[config.mk]
export PLATFORM = sky130hd
export DESIGN_NAME = connect4_board_rx
export DESIGN_NICKNAME = d
export VERILOG_FILES = /design/src/rtl/connect4_board_rx.sv
export SDC_FILE = /design/constraint.sdc
export NUM_CORES = 1
export LEC_CHECK = 0
export BUFFER_PORTS_ARGS = -buffer_cell sky130_fd_sc_hd__buf_2
export CORE_MARGIN = 3
export CORE_UTILIZATION = 40
export DETAILED_ROUTE_END_ITERATION = 6
export PLACE_DENSITY = 0.53
export SLEW_MARGIN = 20
export SYNTH_ARGS = -nofsm -noshare
export SYNTH_HDL_FRONTEND = slang
export SYNTH_SLANG_ARGS = --single-unit
[constraint.sdc]
create_clock -name clk -period 20.1 [get_ports clk]
set_clock_uncertainty 0.2 [all_clocks]
set_input_delay 3.015 -clock clk [delete_from_list [all_inputs] [get_ports clk]]
set_output_delay 3.015 -clock clk [all_outputs]
set_load 0.1 [all_outputs]
[src/rtl/connect4_board_rx.sv]
// Receive side of the Connect4 board link: synchronizes the three link pins, deserializes a
// 92-bit frame, checks structure and game legality, and publishes clean boards.
module connect4_board_rx #(
    parameter int unsigned ROWS        = 6,
    parameter int unsigned COLS        = 7,
    parameter int unsigned SYNC_STAGES = 2
) (
    input  logic                   clk,
    input  logic                   rst,
    input  logic                   link_sclk,
    input  logic                   link_sdata,
    input  logic                   link_frame,
    output logic [ROWS*COLS-1:0]   board_p1,
    output logic [ROWS*COLS-1:0]   board_p2,
    output logic                   frame_valid,
    output logic                   frame_error,
    output logic [4:0]             err_cause,
    output logic                   busy
);

    localparam int unsigned CELLS      = ROWS * COLS;
    localparam int unsigned FRAME_BITS = 2 * CELLS + 8;
    localparam int unsigned CNT_MAX    = FRAME_BITS + 1;
    localparam int unsigned CW         = $clog2(CNT_MAX + 1);
    localparam int unsigned NW         = $clog2(CELLS + 1);

    typedef enum logic [1:0] {
        StWaitIdle,
        StIdle,
        StShift,
        StCheck
    } state_t;

    state_t state_q, state_d;

    logic [SYNC_STAGES-1:0] sclk_sync, sdata_sync, frame_sync;
    logic sclk_prev, frame_prev;
    logic sclk_rise_q, frame_rise_q, frame_fall_q, frame_lvl_q, data_q;

    logic [CW-1:0]         cnt_q;
    logic [FRAME_BITS-1:0] sr_q;

    logic [CELLS-1:0] p1_map, p2_map, occ_map;
    logic [NW-1:0]    n1, n2;
    logic             code_err, grav_err, csum_err, count_err, len_err;
    logic [4:0]       errs;

    // Synchronizers and edge detectors are left unreset so a frame in flight at reset stays
    // visible as "frame high", which keeps WAIT_IDLE from mistaking it for a new frame.
    always_ff @(posedge clk) begin
        sclk_sync    <= {sclk_sync[SYNC_STAGES-2:0], link_sclk};
        sdata_sync   <= {sdata_sync[SYNC_STAGES-2:0], link_sdata};
        frame_sync   <= {frame_sync[SYNC_STAGES-2:0], link_frame};
        sclk_prev    <= sclk_sync[SYNC_STAGES-1];
        frame_prev   <= frame_sync[SYNC_STAGES-1];
        sclk_rise_q  <= sclk_sync[SYNC_STAGES-1] & ~sclk_prev;
        frame_rise_q <= frame_sync[SYNC_STAGES-1] & ~frame_prev;
        frame_fall_q <= ~frame_sync[SYNC_STAGES-1] & frame_prev;
        frame_lvl_q  <= frame_sync[SYNC_STAGES-1];
        data_q       <= sdata_sync[SYNC_STAGES-1];
    end

    always_comb begin
        state_d = state_q;
        case (state_q)
            StWaitIdle: if (!frame_lvl_q) state_d = StIdle;
            StIdle:     if (frame_rise_q) state_d = StShift;
            StShift:    if (frame_fall_q) state_d = StCheck;
            StCheck:    state_d = StIdle;
            default:    state_d = StWaitIdle;
        endcase
    end

    always_comb begin
        p1_map   = '0;
        p2_map   = '0;
        occ_map  = '0;
        n1       = '0;
        n2       = '0;
        code_err = 1'b0;
        grav_err = 1'b0;
        for (int i = 0; i < CELLS; i++) begin
            p1_map[i]  = (sr_q[2*i +: 2] == 2'b01);
            p2_map[i]  = (sr_q[2*i +: 2] == 2'b10);
            occ_map[i] = (sr_q[2*i +: 2] != 2'b00);
            code_err   = code_err | (sr_q[2*i +: 2] == 2'b11);
            n1         = n1 + NW'(p1_map[i]);
            n2         = n2 + NW'(p2_map[i]);
        end
        for (int i = COLS; i < CELLS; i++) begin
            grav_err = grav_err | (occ_map[i] & ~occ_map[i-COLS]);
        end
        csum_err  = sr_q[FRAME_BITS-1 -: 8] != (8'(n1) + 8'(n2));
        count_err = !((n1 == n2) || (n1 == n2 + NW'(1)));
        len_err   = cnt_q != CW'(FRAME_BITS);
        errs      = {count_err, csum_err, grav_err, code_err, len_err};
    end

    always_ff @(posedge clk) begin
        if (rst) begin
            state_q     <= StWaitIdle;
            cnt_q       <= '0;
            sr_q        <= '0;
            board_p1    <= '0;
            board_p2    <= '0;
            frame_valid <= 1'b0;
            frame_error <= 1'b0;
            err_cause   <= '0;
        end else begin
            state_q     <= state_d;
            frame_valid <= 1'b0;
            frame_error <= 1'b0;
            case (state_q)
                StIdle: begin
                    if (frame_rise_q) begin
                        cnt_q <= '0;
                        sr_q  <= '0;
                    end
                end
                StShift: begin
                    // frame_lvl_q is already low on the falling-edge cycle, so a
                    // coincident strobe is dropped here.
                    if (sclk_rise_q && frame_lvl_q) begin
                        sr_q <= {data_q, sr_q[FRAME_BITS-1:1]};
                        if (cnt_q != CW'(CNT_MAX)) cnt_q <= cnt_q + CW'(1);
                    end
                end
                StCheck: begin
                    if (errs == 5'b0) begin
                        board_p1    <= p1_map;
                        board_p2    <= p2_map;
                        frame_valid <= 1'b1;
                    end else begin
                        err_cause   <= errs;
                        frame_error <= 1'b1;
                    end
                end
                default: ;
            endcase
        end
    end

    assign busy = (state_q == StShift) || (state_q == StCheck);

endmodule

==> flow_results.org, run 1 <==
** Synthesis
- The number of nets handed over by synthesis was 1415.
- Number of enable flip-flop cells after synthesis :: 0
- By count the netlist is led by sky130_fd_sc_hd__dfxtp_1, sky130_fd_sc_hd__a21oi_1, sky130_fd_sc_hd__nand3_1, sky130_fd_sc_hd__nand2_1, sky130_fd_sc_hd__o21ai_0.
- Most instantiated library cell after synthesis :: sky130_fd_sc_hd__dfxtp_1
- Syn Std Cell Area :: 0.0111 sq mm
- Synth top area share :: 36.7%
- Number of distinct standard cells referenced by the synthesized netlist :: 53
- Averaged over all synthesized cells, the footprint is 8.50 sq um.
- Synth warnings :: 0
- Top_reg_cell synth :: sky130_fd_sc_hd__dfxtp_1
- Cells taking the most area after synthesis :: sky130_fd_sc_hd__dfxtp_1, sky130_fd_sc_hd__fa_1, sky130_fd_sc_hd__a21oi_1, sky130_fd_sc_hd__nand3_1, sky130_fd_sc_hd__o21ai_0
- Post-synthesis sequential area ratio :: 36.7%
- Synthesized instance count :: 1308
- Yosys reg bits :: 204
- After synthesis, the share of flip-flops with an asynchronous set or reset is 0%.
- Synth area leader :: sky130_fd_sc_hd__dfxtp_1

** Cells and area
- Final #Nets :: 1458
- At the end of the flow the core is filled with cells to 46.5%.
- Compared with the post-synthesis result, the final layout area differs by 13.2%.
- Share of post-route cells with drive strength above 1 :: 11.4%
- Post-layout instance count excluding filler cells :: 1737
- Cell area after layout :: 0.0126 sq mm
- After filler insertion, the fill cell instance count of the layout stands at 2729.

** Die
- Pin placement for this block handled 97 I/O pins.
- Width of the die :: 173 um
- The initialized floorplan defines 60 standard-cell rows.
- The floorplan step set the die height to 173 um.
- For this configuration, the core starts out at a cell density of 41.0%.
- The die covers 0.0298 sq mm.
- Area of the core :: 0.0271 sq mm

** Setup path
- Slack of the worst reg-to-reg path :: 11.20 ns
- In this design, the critical path's most frequently occurring cell is sky130_fd_sc_hd__fa_1.
- The slowest stage of the critical path belongs to the cell sky130_fd_sc_hd__or3_4.
- The worst setup path is captured at a flip-flop.
- Arrival time at the worst endpoint :: 9.14 ns
- On the critical path the largest part of the delay comes from adder cells.
- Maximum single-stage delay on the critical path :: 0.72 ns
- The number of buffers and inverters on the critical path is 6.
- Along the worst path, the maximum fanout reaches 67.
- Startpoint kind of the worst setup timing path :: flip-flop
- WS Path Type :: reg -> reg
- Critical Path RT :: 20.34 ns

** Clocking
- At the later pin of the worst-skew pair, clock insertion delay measures 0.53 ns.
- After clock tree synthesis, the repair step resized 0 gates.
- CTS Buf Count :: 24
- Sinks on Clock Net :: 204
- CTS built an H-tree with a depth of 1.
- After clock tree synthesis, the clock-pin slew on the worst setup and hold paths is 0.06 ns.
- TritonCTS clock tree :: built
- Buffer type at the clock tree root :: sky130_fd_sc_hd__clkbuf_16
- The number of hold buffers added after CTS was 0.
- In this run the post-CTS setup repair buffer count came out at 0.
- Maximum buffer depth of the clock tree :: 3

** GRT
- Global-route usage over all layers :: 22.8%
- The number of antenna violations at the first check in global routing is 0.
- Entering global routing, the biggest net connects 128 pins.
- Total gr overflow :: 0
- The number of global-route vias before repair was 9107.
- The first global-routing pass estimated 54400 um of wire.

** Power
- Power spread over the standard cell area amounts to 78.9 mW/mm^2.
- Power comes to 0.993 mW.
- VDD sags by at most 0.0613 mV.
- For this design the static power due to leakage is 4.90 nW.

** Detailed routing
- Routed via count :: 9576
- First-pass detailed-route iteration total :: 5
- Routed wire length :: 35000 um
- After detailed routing, the number of vias per cell comes to 5.51.
- Mean routed wirelength per cell :: 20.2 um
- The detail route stage leaves a number of antenna-violating nets equal to 0.
- DRC violations left :: 0
- For this block, the initial DRC count from the detailed router was 869.

** Timing
- Post-Route Setup TNS :: 0 ns
- Subtracting the final worst setup slack from the clock period gives 8.90 ns.
- Slew of the pin with the lowest slew margin :: 1.10 ns
- Final setup violation count :: 0
- Fmax :: 0.112 GHz
- Relative slew margins :: 26.9%
- The final-report max-slew violation count was 0.
- The hold violation total from the final report was 0.
- RSZ-0062 raised after global routing :: false
- Period utilization :: 44.3%

** Place
- Once placement completed, the tool counted placed cells totaling 1695.
- Placer's final routability congestion estimate :: 0.905
- Summed over all nets, the half-perimeter wirelength after detailed placement is 24000 um.
- Post-placement cell area :: 0.0118 sq mm
- Input and output buffers added on the ports amount to 96.

** Status
- Result of the run :: finished clean

** Hold path
- Kind of path behind the tightest hold check :: reg -> reg

** Flow run
- Count of max-cap constraint violations :: 0
cell usage in the layout (no fill, tap or decap), types with 16 or more instances in the layout:
cell and n:
sky130_fd_sc_hd__dfxtp_1 204, sky130_fd_sc_hd__a21oi_1 185, sky130_fd_sc_hd__nand3_1 142, sky130_fd_sc_hd__nand2_1 112
sky130_fd_sc_hd__buf_2 95, sky130_fd_sc_hd__o21ai_0 91, sky130_fd_sc_hd__inv_1 87, sky130_fd_sc_hd__fa_1 67
sky130_fd_sc_hd__nor2b_1 47, sky130_fd_sc_hd__or3_1 42, sky130_fd_sc_hd__nand2b_1 41, sky130_fd_sc_hd__ha_1 34
sky130_fd_sc_hd__clkbuf_16 25, sky130_fd_sc_hd__nor2_1 22, sky130_fd_sc_hd__a22oi_1 21, sky130_fd_sc_hd__o22ai_1 16
cell type report:
| type | count | area [sq um] | area share (%) |
|---|---|---|---|
| Inverter | 87 | 327 | 2.59 |
| Sequential cell | 204 | 4080 | 32.4 |
| Clock inverter | 3 | 42.5 | 0.338 |
| Antenna cell | 1 | 2.50 | 0.0199 |
| Multi-Input combinational cell | 930 | 6380 | 50.7 |
| Clock buffer | 36 | 707 | 5.61 |
| Tap cell | 372 | 465 | 3.70 |
| Timing Repair Buffer | 104 | 579 | 4.60 |
layer usage:
metal,share of wire (%),GRT usage (%),vias up
li1,-,-,4593
met4,2.9,6.76,0
met5,0,0,-
met2,44,34.5,306
met1,46,32.8,4608
met3,7.2,4.70,69
flip-flops by register name (all words and copies together), names as in the netlist, 2 cells and up:
register,cells
sr_q,92
board_p1,42
board_p2,42
cnt_q,7
err_cause,5
frame_sync,2
sclk_sync,2
sdata_sync,2
state_q,2
report_power, final:
part	internal [mW]	switching, mW	leakage, nW
combinational	0.0207	0.138	2.89
clock	0.253	0.168	0.363
sequential	0.409	0.00414	1.65
total	0.683	0.311	4.90
path summary, 6_finish.rpt:
path | cells after the start | from | end
min reg2reg | 0 | sclk_sync[0] | sclk_sync[1]
max reg2reg | 27 | sr_q[55] | board_p2[36]
max | 27 | sr_q[55] | board_p2[36]
min | 0 | sclk_sync[0] | sclk_sync[1]
cells by family after synthesis:
| kind of cell | after synthesis | synth area share [%] |
|---|---|---|
| xor gates and xnor gates | 25 | 2.23 |
| buffers and inverters | 174 | 6.19 |
| DFF | 204 | 36.7 |
| muxes | 6 | 0.551 |
| and+or+nand+nor | 449 | 20.8 |
| adders and majority gates | 102 | 16.0 |
| AOI/OAI and AO/OA | 348 | 17.5 |
per-stage QoR:
stage	hold slack (ns)	setup WS, ns
floorplan	0.110	12.46
global placement	0.111	11.33
detailed placement	0.112	11.30
CTS	0.126	11.23
global route	0.136	10.82
finish	0.125	11.20
(Power assumes the default switching activity.)
==> run 2: changes to the inputs <==
--- a/config.mk
+++ b/config.mk
@@ -5,6 +5,7 @@
 export SDC_FILE = /design/constraint.sdc
 export NUM_CORES = 1
 export LEC_CHECK = 0
+export ABC_AREA = 1
 export BUFFER_PORTS_ARGS = -buffer_cell sky130_fd_sc_hd__buf_2
 export CORE_MARGIN = 3
 export CORE_UTILIZATION = 40
==> constraint.sdc (replaced) <==
create_clock -name clk -period 8.21 [get_ports clk]
set_clock_uncertainty 0.2 [all_clocks]
set_input_delay 1.2315 -clock clk [delete_from_list [all_inputs] [get_ports clk]]
set_output_delay 1.2315 -clock clk [all_outputs]
set_load 0.1 [all_outputs]
==> flow_results.org, run 2 <==
** Synthesis
- The number of flops mapped to enable cells by yosys was 0 (unchanged).
- Async set-reset flop share out of synthesis :: 0% (unchanged)
- Mean post-synth cell area :: 7.19 sq um (was 8.50 sq um)
- Most instantiated library cell after synthesis :: sky130_fd_sc_hd__nand2_1 (was sky130_fd_sc_hd__dfxtp_1)
- The most common flop cell mapped by yosys is sky130_fd_sc_hd__dfxtp_1 (unchanged).
- The top cell type by total area after synthesis is sky130_fd_sc_hd__dfxtp_1 (unchanged).
- The net count after synthesis is 1731 (was 1415).
- Syn Std Cell Area :: 0.0117 sq mm (was 0.0111 sq mm)
- The count of different cell masters after synthesis came to 36 (was 53).
- Yosys reg bits :: 204 (unchanged)
- Post-synthesis sequential area ratio :: 35.0% (was 36.7%)
- The post-synthesis instance total was 1624 (was 1308).
- Synth warnings :: 0 (unchanged)
- Cells taking the most area after synthesis: sky130_fd_sc_hd__dfxtp_1, sky130_fd_sc_hd__fa_1, sky130_fd_sc_hd__nand2_1, sky130_fd_sc_hd__inv_1, sky130_fd_sc_hd__nor2_1 (was sky130_fd_sc_hd__dfxtp_1, sky130_fd_sc_hd__fa_1, sky130_fd_sc_hd__a21oi_1, sky130_fd_sc_hd__nand3_1, sky130_fd_sc_hd__o21ai_0).
- The fraction of post-synthesis cell area in the top cell type by area was 35.0% (was 36.7%).
- Top post-synthesis cells by count: sky130_fd_sc_hd__nand2_1, sky130_fd_sc_hd__inv_1, sky130_fd_sc_hd__nor2_1, sky130_fd_sc_hd__dfxtp_1, sky130_fd_sc_hd__a21oi_1 (was sky130_fd_sc_hd__dfxtp_1, sky130_fd_sc_hd__a21oi_1, sky130_fd_sc_hd__nand3_1, sky130_fd_sc_hd__nand2_1, sky130_fd_sc_hd__o21ai_0).

** Setup path
- WS Path Type :: reg -> reg (unchanged)
- The count of buffer and inverter cells on the critical path came to 9 (was 6).
- Library cell contributing the largest single delay on the critical path :: sky130_fd_sc_hd__fa_1 (was sky130_fd_sc_hd__or3_4)
- The kind of cell with the highest combined delay on the critical path is adder cells (unchanged).
- The endpoint type of the worst setup path was a flip-flop (unchanged).
- The maximum single-stage delay on the critical path is 0.61 ns (was 0.72 ns).
- The worst-path maximum fanout was 6 (was 67).
- Startpoint kind of the worst setup timing path :: flip-flop (unchanged)
- Critical Path RT :: 8.42 ns (was 20.34 ns)
- Arrival time at the worst endpoint :: 8.07 ns (was 9.14 ns)

** Detailed routing
- First DRT Iteration DRCs :: 810 (was 869)
- Mean routed wirelength per cell :: 16.6 um (was 20.2 um)
- First-pass detailed-route iteration total :: 6 (was 5)
- The DRC violations left was 0 (unchanged).
- The via count is 10373 (was 9576).
- The average via count per standard cell was 4.96 (was 5.51).
- Routed wire length :: 34700 um (was 35000 um)
- The remaining antenna violation count after routing came to 0 (unchanged).

** Hold path
- Kind of path behind the tightest hold check :: reg -> reg (unchanged)

** Cells and area
- The most common cell after layout, fill and taps aside is sky130_fd_sc_hd__nand2_1 (was sky130_fd_sc_hd__dfxtp_1).
- The register name with the most flops is sr_q (unchanged).
- The share of layout cells above drive strength 1 was 11.0% (was 11.4%).
- Post-layout instance count excluding filler cells :: 2093 (was 1737)
- The number of flip-flops under the largest register name is 92 (unchanged).
- Number of antenna diodes :: 0 (was 1)
- Commonest cells after routing, fill and taps aside :: sky130_fd_sc_hd__nand2_1, sky130_fd_sc_hd__inv_1, sky130_fd_sc_hd__nor2_1, sky130_fd_sc_hd__dfxtp_1, sky130_fd_sc_hd__a21oi_1 (was sky130_fd_sc_hd__dfxtp_1, sky130_fd_sc_hd__a21oi_1, sky130_fd_sc_hd__nand3_1, sky130_fd_sc_hd__nand2_1, sky130_fd_sc_hd__buf_2)
- The post-layout net count was 1805 (was 1458).
- Largest regs :: sr_q (92), board_p1 (42), board_p2 (42) (unchanged)
- Fillers :: 2943 (was 2729)
- The synthesis-to-layout area growth is 15.0% (was 13.2%).

** Clocking
- The clock latency reported for the late side of the worst-skew pair is 0.53 ns (about the same).
- CTS Buf Count :: 25 (was 24)
- Maximum buffer depth of the clock tree :: 3 (unchanged)
- Clock transition at path regs :: 0.06 ns (about the same)
- The clock tree root buffer cell was sky130_fd_sc_hd__clkbuf_16 (unchanged).
- TritonCTS clock tree :: built (unchanged)
- The cts-stage hold buffer count came to 0 (unchanged).
- Sinks on Clock Net :: 204 (unchanged)
- H-tree depth reported by CTS :: 1 (unchanged)

** Timing
- The post-route fraction of the period consumed by the critical path came to 95.8% (was 44.3%).
- Final count of pins violating max slew :: 0 (unchanged)
- Minimum clock period :: 7.86 ns (was 8.90 ns)
- Slew of the pin with the lowest slew margin :: 0.939 ns (was 1.10 ns)
- The highest clock rate is 0.127 GHz (was 0.112 GHz).
- The remaining max-slew budget at the tightest pin was 37.4% (was 26.9%).
- The total negative slack came to 0 ns (unchanged).
- The final setup violation count came to 0 (unchanged).
- Final Hold Fails :: 0 (unchanged)
- RSZ-0062 raised after global routing: false (unchanged).

** Die
- Die Area :: 0.0313 sq mm (was 0.0298 sq mm)
- Width of the die :: 177 um (was 173 um)
- Initial standard-cell utilization of the core :: 41.3% (was 41.0%)
- The row count came to 61 (was 60).
- Area of the core :: 0.0282 sq mm (was 0.0271 sq mm)
- Die extent in y :: 177 um (was 173 um)
- The I/O pin count was 97 (unchanged).

** Place
- The number of cells in the design after placement came to 2042 (was 1695).
- Post-DP HPWL :: 25200 um (was 24000 um)
- The final weighted congestion of routability-driven global placement came to 0.886 (was 0.905).
- Buffers added on ports :: 96 (unchanged)

** GRT
- The number of global-route vias before repair came to 9547 (was 9107).
- The overflow left after global routing came to 0 (unchanged).
- Pin count of the biggest net entering global routing :: 112 (was 128)
- The first-pass GRT wire length was 54300 um (was 54400 um).
- Number of antenna violations at the first check in global routing :: 0 (unchanged)
- Global-route usage over all layers :: 22.0% (was 22.8%)

** Flow run
- Count of max-cap constraint violations :: 0 (unchanged)

** Status
- Result of the run :: finished clean (unchanged)
run 2: what timing repair did:
item	in CTS	in global routing
endpoints found under the hold margin	0	0
resized for setup	0	12
setup endpoints to repair	0	62
buffers inserted	0	5
run 2: cell families after synthesis:
group	share of synthesized area (%)
compound gates	14.1
fa+ha+maj	15.2
buf+inv	12.5
xor+xnor	0.300
simple gates	22.9
flops	35.0
run 2: worst paths after layout:
check             slack (ns)  depth (start not counted)          start            to
setup / recovery        0.35                         33       sr_q[71]  board_p1[38]
hold reg to reg         0.13                          0  sdata_sync[1]        data_q
hold / removal          0.13                          0  sdata_sync[1]        data_q
setup reg to reg        0.35                         33       sr_q[71]  board_p1[38]
run 2: final cells by class:
cell class                      instances  area [sq um]  share of cell area [%]
Clock buffer                           33           706                    5.26
Clock inverter                         11           139                    1.03
Inverter                              300          1130                    8.39
Multi-Input combinational cell       1050          6190                    46.1
Sequential cell                       204          4090                    30.5
Tap cell                              378           473                    3.52
Timing Repair Buffer                  117           703                    5.24
run 2: through the flow:
stage | hold WS, ns | setup WS, ns | utilization, % | area [sq um]
after global placement | 0.110 | 0.329 | 44.1 | 12500
after global routing | 0.139 | 0.00531 | 47.5 | 13400
after CTS | 0.129 | 0.276 | 47.1 | 13300
after detailed placement | 0.116 | 0.286 | 44.1 | 12500
final | 0.126 | 0.347 | 47.5 | 13400
after floorplan | 0.110 | 1.25 | - | 11700
run 2: worst register-to-register path: cells and delay by family, from the launching register on:
family                     cells  cell delay, ns
buffers and inverters          9            0.74
AOI/OAI and AO/OA              1            0.37
adders and majority gates     10            4.46
and+or+nand+nor               13            1.61
DFF                            1            0.36
run 2: layer usage:
| layer | GRT usage [%] | vias to the layer above | wire (um) |
|---|---|---|---|
| met3 | 2.94 | 43 | 2460 |
| met1 | 35.5 | 4782 | 17700 |
| met2 | 30.7 | 334 | 13800 |
| met4 | 5.53 | 0 | 776 |
| li1 | - | 5214 | - |
| met5 | 0 | - | 0 |
Power of run 2 is not shown: default switching activity piles up to over one toggle a cycle in this logic, so the estimate is an artifact.
==> run 3: changes to the inputs <==
--- a/config.mk
+++ b/config.mk
@@ -7,6 +7,7 @@
 export LEC_CHECK = 0
 export ABC_AREA = 1
 export BUFFER_PORTS_ARGS = -buffer_cell sky130_fd_sc_hd__buf_2
+export CORE_ASPECT_RATIO = 1.25
 export CORE_MARGIN = 3
 export CORE_UTILIZATION = 40
 export DETAILED_ROUTE_END_ITERATION = 6
==> flow_results.org, run 3 (synthesis results as in run 2) <==
** Cells and area
- The post-layout net count was 1814 (was 1805).
- Fillers :: 2944 (was 2943)
- Flip-flop count of the largest register after layout :: 92 (unchanged)
- Sequential Area :: 0.00408 sq mm (was 0.00409 sq mm)
- The multi-input logic area was 0.00620 sq mm (was 0.00619 sq mm).
- Number of antenna diodes :: 0 (unchanged)
- Commonest cells after routing, fill and taps aside :: sky130_fd_sc_hd__nand2_1, sky130_fd_sc_hd__inv_1, sky130_fd_sc_hd__nor2_1, sky130_fd_sc_hd__dfxtp_1, sky130_fd_sc_hd__a21oi_1 (unchanged)
- The most common cell after layout, fill and taps aside is sky130_fd_sc_hd__nand2_1 (unchanged).
- Largest regs: sr_q (92), board_p1 (42), board_p2 (42) (unchanged).
- The synthesis-to-layout area growth came to 15.1% (was 15.0%).
- Top register by number of flip-flops :: sr_q (unchanged)
- The share of layout cells above drive strength 1 is 11.0% (about the same).

** GRT
- GR Util met2 :: 40.9% (was 30.7%)
- The all-layer global routing usage came to 22.3% (was 22.0%).
- Met3 track demand over resource in global routing :: 2.33% (was 2.94%)
- Met1 Resource Use GR :: 27.4% (was 35.5%)
- Most crowded layer after global routing :: met2 (was met1)
- Total gr overflow :: 0 (unchanged)
- The number of antenna violations at the first check in global routing is 0 (unchanged).
- The number of global-route vias before repair is 10083 (was 9547).
- The first-pass GRT wire length came to 55700 um (was 54300 um).
- Pin count of the biggest net entering global routing :: 99 (was 112)

** Hold path
- The path class of the lowest-slack min-delay path is reg -> reg (unchanged).
- The number of stages on the worst hold path came to 0 (unchanged).

** Timing
- The final setup violation count is 0 (unchanged).
- Final count of pins violating max slew :: 0 (unchanged)
- Post-Route Setup TNS :: 0 ns (unchanged)
- The remaining max-slew budget at the tightest pin came to 27.5% (was 37.4%).
- RSZ-0062 raised after global routing: false (unchanged).
- The slew of the pin with the lowest slew margin was 1.09 ns (was 0.939 ns).
- The hold violation total from the final report came to 0 (unchanged).
- The post-route fraction of the period consumed by the critical path is 95.5% (was 95.8%).
- Minimum clock period :: 7.84 ns (was 7.86 ns)
- The highest clock rate came to 0.128 GHz (was 0.127 GHz).

** Die
- The die area is 0.0313 sq mm (about the same).
- Number of ports placed on the die boundary :: 97 (unchanged)
- The total core area came to 0.0286 sq mm (was 0.0282 sq mm).
- Site Rows :: 69 (was 61)
- Width of the die :: 159 um (was 177 um)
- The initial core utilization is 40.8% (was 41.3%).
- Die extent in y :: 197 um (was 177 um)

** Clocking
- Buffer type at the clock tree root :: sky130_fd_sc_hd__clkbuf_16 (unchanged)
- CTS Buf Count :: 24 (was 25)
- Sinks on Clock Net :: 204 (unchanged)
- TritonCTS clock tree :: built (unchanged)
- The deepest clock path buffer count was 3 (unchanged).
- The clock latency reported for the late side of the worst-skew pair is 0.53 ns (about the same).
- The maximum level of the CTS H-tree came to 1 (unchanged).
- Clock transition at path regs :: 0.06 ns (about the same)

** Place
- Buffers added on ports :: 96 (unchanged)
- Placer's final routability congestion estimate :: 0.929 (was 0.886)
- The total half-perimeter wirelength after legalization and detailed placement is 26900 um (was 25200 um).

** Detailed routing
- First DRT Iteration DRCs :: 595 (was 810)
- Detailed-route vias per instance :: 4.89 (was 4.96)
- The routed wire length was 36000 um (was 34700 um).
- Remaining antenna violation count after routing :: 0 (unchanged)
- DRC violations left :: 0 (unchanged)
- First-pass detailed-route iteration total :: 5 (was 6)
- Routed via count :: 10326 (was 10373)
- Mean routed wirelength per cell :: 17.0 um (was 16.6 um)

** Setup path
- The required time reported for the critical path endpoint came to 8.41 ns (was 8.42 ns).
- Arrival time at the worst endpoint :: 8.05 ns (was 8.07 ns)
- The worst-path maximum fanout was 16 (was 6).
- WS Path Type :: reg -> reg (unchanged)
- Among the stages of the critical path, the cell type that occurs most often is sky130_fd_sc_hd__fa_1.
- Slack of the worst reg-to-reg path :: 0.37 ns (was 0.35 ns)
- Crit path capture type :: flip-flop (unchanged)
- Library cell contributing the largest single delay on the critical path :: sky130_fd_sc_hd__fa_1 (unchanged)
- Startpoint kind of the worst setup timing path :: flip-flop (unchanged)
- Register-to-Register Path Depth :: 32 (was 33)
- Maximum single-stage delay on the critical path :: 0.52 ns (was 0.61 ns)

** Status
- Result of the run: finished clean (unchanged).

** Flow run
- The number of max-capacitance violations reported was 0 (unchanged).
-- run 3: cell types whose count changed in the layout (fill, tap and decap cells not counted), sizes merged --
cell,before,now
clkbuf,34,33
inv,300,299
buf,116,127
clkinv,6,4
clkinvlp,2,1
-- run 3: metrics by stage --
stage	cell area (sq um)	hold slack, ns	cells	utilization [%]	worst slack (ns)
finish	13400	0.124	2111	47.0	0.367
floorplan	11700	0.110	1624	-	1.25
global placement	12500	0.112	2065	43.9	0.118
global route	13400	0.128	2111	47.0	0.0162
detailed placement	12500	0.114	2065	43.9	0.0746
CTS	13400	0.127	2105	46.7	0.0133
-- run 3: worst paths after layout --
path                                    from           end
worst min-delay path            sclk_sync[0]  sclk_sync[1]
worst min register to register  sclk_sync[0]  sclk_sync[1]
worst max-delay path                sr_q[38]  board_p1[14]
worst max register to register      sr_q[38]  board_p1[14]
-- run 3: layer usage --
layer	vias up	wire (um)
met3	54	1390
met2	225	17800
met4	0	1160
li1	5233	-
met5	-	0
met1	4814	15600
-- run 3: area by class of cell --
type	count	area share, %
inverters	300	8.38
clock inverters	7	0.838
repair buffers	127	5.42
clock buffers	33	5.18
multi-input cells	1050	46.1
well taps	390	3.63
flip-flops and latches	204	30.4
-- run 3: worst max-delay path: cells and delay by family (launching register included) --
kind / cells / cell delay [ns]
buffers and inverters: 7 / 0.75
flip-flops: 1 / 0.46
AO/OA/AOI/OAI: 1 / 0.23
AND/OR/NAND/NOR: 14 / 1.60
adder cells (fa/ha/maj): 10 / 4.48
-- run 3: what timing repair did --
| action | in CTS | in global routing |
|---|---|---|
| hold buffers | 0 | 0 |
| endpoints found under the setup margin | 0 | 81 |
| gates resized for setup | 0 | 7 |
| hold endpoints to repair | 0 | 0 |
| buffers inserted | 0 | 5 |
Power of run 3 is left out for the same reason.
